[src/rtl/piso_serializer_hs_pkg.sv]
// piso_pkg: shared types and constants for the PISO serializer.
// No ports; provides state enum, clog2 helper and default width.
package piso_pkg;

  // Shared with the downstream 8-bit capture register.
  localparam int DEF_WIDTH = 8;

  typedef enum logic {
    IDLE  = 1'b0,
    SHIFT = 1'b1
  } state_t;

  function automatic int clog2(input int v);
    int r;
    int x;
    r = 0;
    x = v - 1;
    while (x > 0) begin
      r++;
      x = x >> 1;
    end
    return r;
  endfunction

endpackage

[src/rtl/piso_serializer_hs_if.sv]
// Word-in / bit-out handshake bundle of the serializer.
// master: upstream+downstream side; slave: the serializer.
interface piso_serializer_hs_if
  import piso_pkg::*;
#(
  parameter int WIDTH = DEF_WIDTH
);

  logic [WIDTH-1:0] DIN;
  logic             DIN_VALID;
  logic             DIN_READY;
  logic             SO;
  logic             SO_VALID;
  logic             SO_LAST;

  modport master (
    output DIN,
    output DIN_VALID,
    input  DIN_READY,
    input  SO,
    input  SO_VALID,
    input  SO_LAST
  );

  modport slave (
    input  DIN,
    input  DIN_VALID,
    output DIN_READY,
    output SO,
    output SO_VALID,
    output SO_LAST
  );

endinterface

[src/rtl/piso_serializer_hs_bit_counter.sv]
// piso_bit_counter: loadable down-counter, load value WIDTH-1.
// Ports: clk, rst_n, load, dec, cnt (bits left), zero flag.
module piso_bit_counter
  import piso_pkg::*;
#(
  parameter  int WIDTH = DEF_WIDTH,
  localparam int CW    = clog2(WIDTH)
) (
  input  logic          clk,
  input  logic          rst_n,
  input  logic          load,
  input  logic          dec,
  output logic [CW-1:0] cnt,
  output logic          zero
);

  always_ff @(posedge clk or negedge rst_n) begin
    if (!rst_n) begin
      cnt <= '0;
    end else if (load) begin
      cnt <= CW'(WIDTH - 1);
    end else if (dec && !zero) begin
      cnt <= cnt - CW'(1);
    end
  end

  assign zero = (cnt == '0);

endmodule

[src/rtl/piso_serializer_hs.sv]
// piso_serializer_hs: valid/ready word in, one bit per EN cycle out.
// Ports: C, CLR_N, EN, bus (DIN/DIN_VALID/DIN_READY/SO/SO_VALID/SO_LAST).
module piso_serializer_hs
  import piso_pkg::*;
#(
  parameter  int WIDTH     = DEF_WIDTH,
  parameter  bit MSB_FIRST = 1'b1,
  localparam int CW        = clog2(WIDTH)
) (
  input  logic                 C,
  input  logic                 CLR_N,
  input  logic                 EN,
  piso_serializer_hs_if.slave  bus
);

  state_t           state;
  state_t           state_nx;
  logic [WIDTH-1:0] sreg;
  logic [WIDTH-1:0] shifted;
  logic [CW-1:0]    cnt;
  logic             zero;
  logic             ready;
  logic             xfer;
  logic             busy;

  assign busy  = (state == SHIFT);
  assign ready = EN && (!busy || (busy && zero));
  assign xfer  = bus.DIN_VALID && ready;

  piso_bit_counter #(
    .WIDTH (WIDTH)
  ) u_cnt (
    .clk   (C),
    .rst_n (CLR_N),
    .load  (xfer),
    .dec   (EN && busy),
    .cnt   (cnt),
    .zero  (zero)
  );

  always_ff @(posedge C or negedge CLR_N) begin
    if (!CLR_N) begin
      state <= IDLE;
    end else begin
      state <= state_nx;
    end
  end

  always_comb begin
    state_nx = state;
    case (state)
      IDLE: begin
        if (xfer) begin
          state_nx = SHIFT;
        end
      end
      SHIFT: begin
        if (EN && zero && !xfer) begin
          state_nx = IDLE;
        end
      end
      default: state_nx = IDLE;
    endcase
  end

  always_comb begin
    shifted = '0;
    if (MSB_FIRST) begin
      shifted = {sreg[WIDTH-2:0], 1'b0};
    end else begin
      shifted = {1'b0, sreg[WIDTH-1:1]};
    end
  end

  // Cleared after the last bit so SO reads 0 in IDLE
  // straight from the register.
  always_ff @(posedge C or negedge CLR_N) begin
    if (!CLR_N) begin
      sreg <= '0;
    end else if (xfer) begin
      sreg <= bus.DIN;
    end else if (EN && busy) begin
      sreg <= zero ? '0 : shifted;
    end
  end

  assign bus.DIN_READY = ready;
  assign bus.SO        = MSB_FIRST ? sreg[WIDTH-1] : sreg[0];
  assign bus.SO_VALID  = busy;
  assign bus.SO_LAST   = busy && zero;

endmodule

[src/flat_wrapper.sv]
// flat-port wrapper written by rule: the top's interface ports become plain ports
module piso_serializer_hs_flat import piso_pkg::*;
#(
  parameter  int WIDTH     = DEF_WIDTH,
  parameter  bit MSB_FIRST = 1'b1,
  localparam int CW        = clog2(WIDTH)
)
  (C, CLR_N, EN, bus_DIN, bus_DIN_VALID, bus_DIN_READY, bus_SO, bus_SO_VALID, bus_SO_LAST);
  piso_serializer_hs_if #(.WIDTH(WIDTH)) bus_i ();
  input  logic C;
  input  logic CLR_N;
  input  logic EN;
  input wire logic [$bits(bus_i.DIN)-1:0] bus_DIN;
  input wire logic [$bits(bus_i.DIN_VALID)-1:0] bus_DIN_VALID;
  output wire logic [$bits(bus_i.DIN_READY)-1:0] bus_DIN_READY;
  output wire logic [$bits(bus_i.SO)-1:0] bus_SO;
  output wire logic [$bits(bus_i.SO_VALID)-1:0] bus_SO_VALID;
  output wire logic [$bits(bus_i.SO_LAST)-1:0] bus_SO_LAST;
  assign bus_i.DIN = bus_DIN;
  assign bus_i.DIN_VALID = bus_DIN_VALID;
  assign bus_DIN_READY = bus_i.DIN_READY;
  assign bus_SO = bus_i.SO;
  assign bus_SO_VALID = bus_i.SO_VALID;
  assign bus_SO_LAST = bus_i.SO_LAST;
  piso_serializer_hs #(.WIDTH(WIDTH), .MSB_FIRST(MSB_FIRST)) u_core (.C(C), .CLR_N(CLR_N), .EN(EN), .bus(bus_i));
endmodule
[config.mk]
export PLATFORM = sky130hd
export DESIGN_NAME = piso_serializer_hs_flat
export DESIGN_NICKNAME = d
export VERILOG_FILES = /design/src/rtl/piso_serializer_hs_pkg.sv /design/src/rtl/piso_serializer_hs_if.sv /design/src/rtl/piso_serializer_hs_bit_counter.sv /design/src/rtl/piso_serializer_hs.sv /design/src/flat_wrapper.sv
export SDC_FILE = /design/constraint.sdc
export NUM_CORES = 1
export LEC_CHECK = 0
export BUFFER_PORTS_ARGS = -buffer_cell sky130_fd_sc_hd__buf_2
export CAP_MARGIN = 10
export CELL_PAD_IN_SITES_DETAIL_PLACEMENT = 0
export CELL_PAD_IN_SITES_GLOBAL_PLACEMENT = 1
export CORE_ASPECT_RATIO = 1.75
export CORE_MARGIN = 2
export CORE_UTILIZATION = 25
export DETAILED_ROUTE_END_ITERATION = 10
export PLACE_DENSITY_LB_ADDON = 0.1
export SYNTH_ARGS = -nofsm -noshare
export SYNTH_HDL_FRONTEND = slang
export SYNTH_HIERARCHICAL = 1
export SYNTH_SLANG_ARGS = --single-unit
[constraint.sdc]
create_clock -name C -period 5.1 [get_ports C]
set_clock_uncertainty 0.2 [all_clocks]
set_input_delay 0 -clock C [delete_from_list [all_inputs] [get_ports C]]
set_output_delay 0 -clock C [all_outputs]
set_load 0.02 [all_outputs]
==> impl_metrics.json <==
{
  "status": "finished, final reports clean",
  "slew_headroom": 0.435,
  "crit_path_max_fanout": 14,
  "synth_top_family_by_area": "simple AND/OR/NAND/NOR gates",
  "core_um2": 2690,
  "initialDrtViolationCount": 10,
  "placed_cells": 109,
  "timing.final.max_slew_violations": 0,
  "drtAntennaViolNets": 0,
  "r2r-start": "u_core/u_cnt/cnt[0]",
  "synth_cell_types": 20,
  "antenna_found_initial": 0,
  "dr.pass1.iters": 3,
  "io_pins": 16,
  "crit_path_end_kind": "flip-flop",
  "avgSynthCellArea_um2": 10.2,
  "synth_area_um2": 711,
  "yosys.area.top_type": "dfrtp_1",
  "startpoint_type": "flip-flop",
  "wl_per_cell_um": 12.2,
  "die_w_um": 44.3,
  "ir_drop_mv": 0.158,
  "ys_seq_area_frac": 0.423,
  "grt_pass1_wl_mm": 2.56,
  "cp-startpoint": "u_core/u_cnt/cnt[0]",
  "comb_power_share": 0.334,
  "first_global_vias": 588,
  "mostFrequentLayoutCells": "buf_2 (15), dlygate4sd3_1 (12), inv_1 (12), dfrtp_1 (12), a21oi_1 (10)",
  "instances_no_fill": 125,
  "synth_compound_area_frac": 0.106,
  "critPathKind": "flip-flop to flip-flop",
  "grt_usage": 0.107,
  "layout-area-overhead-vs-synth_pct": 36.6,
  "start_util": 0.264,
  "post-route-min-period_ns": 2.36,
  "synth-simple-area-share": 0.222,
  "p_seq_frac": 0.395,
  "clock_sinks": 12,
  "powerDensity_nw_per_um2": 399,
  "viasPerCell": 4.60,
  "grt_max_degree": 15,
  "final_common_cell": "buf_2",
  "yosysWarnings": 6,
  "switching_share": 0.314,
  "route.detailed.drc": 0,
  "synth_xor_area_frac": 0,
  "synthCells": 70,
  "drive_above_1_share": 0.306,
  "totalWireLength_mm": 1.52,
  "r2r_setup_slack_ns": 2.74,
  "overflow": 0,
  "final_nets": 113,
  "muxShareOfSynthArea": 0.113,
  "port_buffers": 15,
  "synth.net_count": 84,
  "switchingPower_w": 0.000121,
  "final_util": 0.361,
  "intPower_w": 0.000266,
  "path_clk_slew_ns": 0.06,
  "grt_busiest_layer": "met2",
  "fmax_mhz": 424,
  "fp.dieH_um": 74.5,
  "synth_top_area_share": 0.423,
  "tightest_slew_ns": 0.847,
  "p_leak_nw": 0.491,
  "rows": 25,
  "die_area_um2": 3300,
  "synth_seq_cells": 12,
  "worstSkewPairLatency_ns": 0.24,
  "cts_buffer_depth": 2,
  "rsz0062_at_grt": "false",
  "r2r_end": "u_core/u_cnt/cnt[0]",
  "max_cap_viol_count": 0,
  "finalCritPeriodShare": 0.463,
  "synthAdderAreaFrac": 0.0352,
  "synth_area_leaders": "dfrtp_1 (42%), mux2i_1 (11%), and4b_2 (11%)",
  "hold_viol_final": 0,
  "cts_inserted_buffers": 3,
  "cts_tree": "built",
  "cts_root_buf": "clkbuf_8",
  "dp_hpwl_mm": 1.05,
  "crit_path_end": "u_core/u_cnt/cnt[0]",
  "cts_max_level": 1,
  "place.gp.congestion": 0.720,
  "vias": 575,
  "met2_usage": 0.196,
  "cp.arrival_ns": 2.33,
  "fin_tns_setup_ns": 0,
  "hp-class": "input pin to flip-flop",
  "grtUsageMet1": 0.109,
  "p_clk_frac": 0.271,
  "gr-usage-met3": 0.0218,
  "r2r_cells": 7,
  "setup_viol": 0,
  "antenna_cells": 0,
  "post-cts-setup-buffer-count": 0,
  "hold-worst-slack_ns": 0.119,
  "required_ns": 5.07
}
## worst min-delay path by stage
stage,start,cells after the start,slack [ns],to
finish,EN,4,0.12,u_core/sreg[0]
global route,EN,4,0.16,u_core/sreg[0]
CTS,EN,4,0.11,u_core/sreg[0]
detailed placement,CLR_N,1,-0.29,u_core/bus.SO_VALID
global placement,CLR_N,1,-0.29,u_core/bus.SO_VALID
floorplan,CLR_N,0,-0.50,u_core/bus.SO_VALID
## per-stage QoR
step,cell area (um^2),setup WS [ns],power [W]
floorplan,711,3.33,0.000246
global placement,796,2.75,0.000278
detailed placement,796,2.72,0.000280
CTS,971,2.68,0.000399
global route,971,2.52,0.000418
finish,971,2.74,0.000387
## layout make-up
class / count / area (um^2)
fill: 291 / 1720
sequential: 12 / 300
multi-input combinational: 42 / 338
tap: 27 / 33.8
inverter: 13 / 48.8
clock buffer: 4 / 55.1
timing repair buffer: 27 / 195
## metal layers
| metal | part of all wire | vias up | wire, um |
|---|---|---|---|
| met3 | 0.023 | 2 | 35 |
| met2 | 0.53 | 7 | 804 |
| li1 | - | 297 | - |
| met1 | 0.43 | 269 | 657 |
| met4 | 0.015 | 0 | 23 |
| met5 | 0 | - | 0 |
## cell usage after synthesis
cell	number
a22o_1	1
or2b_1	1
inv_1	12
mux2i_1	8
nand2_1	3
ha_1	2
and4b_2	7
nor4bb_1	1
buf_6	1
buf_4	1
and4bb_1	2
nand2_2	1
inv_2	1
and2_2	1
a21oi_1	10
dfrtp_1	12
a21oi_2	1
a21boi_0	1
buf_2	1
nor2_1	3
## critical path, cell delays in order, from the launching register on
cell	delay (ns)
dfrtp_1	0.39
inv_1	0.06
ha_1	0.14
ha_1	0.39
inv_2	0.07
a21oi_2	0.66
and4bb_1	0.26
a21oi_1	0.11
## kinds of logic (layout without fill, tap and decap cells)
kind of cell             Yosys count  after routing
AND/OR/NAND/NOR                   19             19
buffers and inverters             16             44
AO/OA/AOI/OAI                     13             13
flip-flops                        12             12
multiplexers                       8              8
adder cells (fa/ha/maj)            2              2
## sequential cells by signal, indices dropped and copies added, names as in the netlist
signal and cells:
u_core/bus.SO_VALID 1, u_core/u_cnt/cnt 3, u_core/sreg 8
## power groups by stage
stage / Combinational [W] / Sequential (W) / Clock (W)
final: 0.000129 / 0.000153 / 0.000105
after global routing: 0.000147 / 0.000157 / 0.000114
after CTS: 0.000134 / 0.000154 / 0.000111
after detailed placement: 0.000124 / 0.000155 / 0
after global placement: 0.000123 / 0.000155 / 0
after floorplan: 0.0000917 / 0.000154 / 0
## repair_timing
item	in CTS	in global routing
resized for setup	0	0
endpoints found under the hold margin	21	0
hold buffers	12	0
Power figures use the tool's default switching activity.
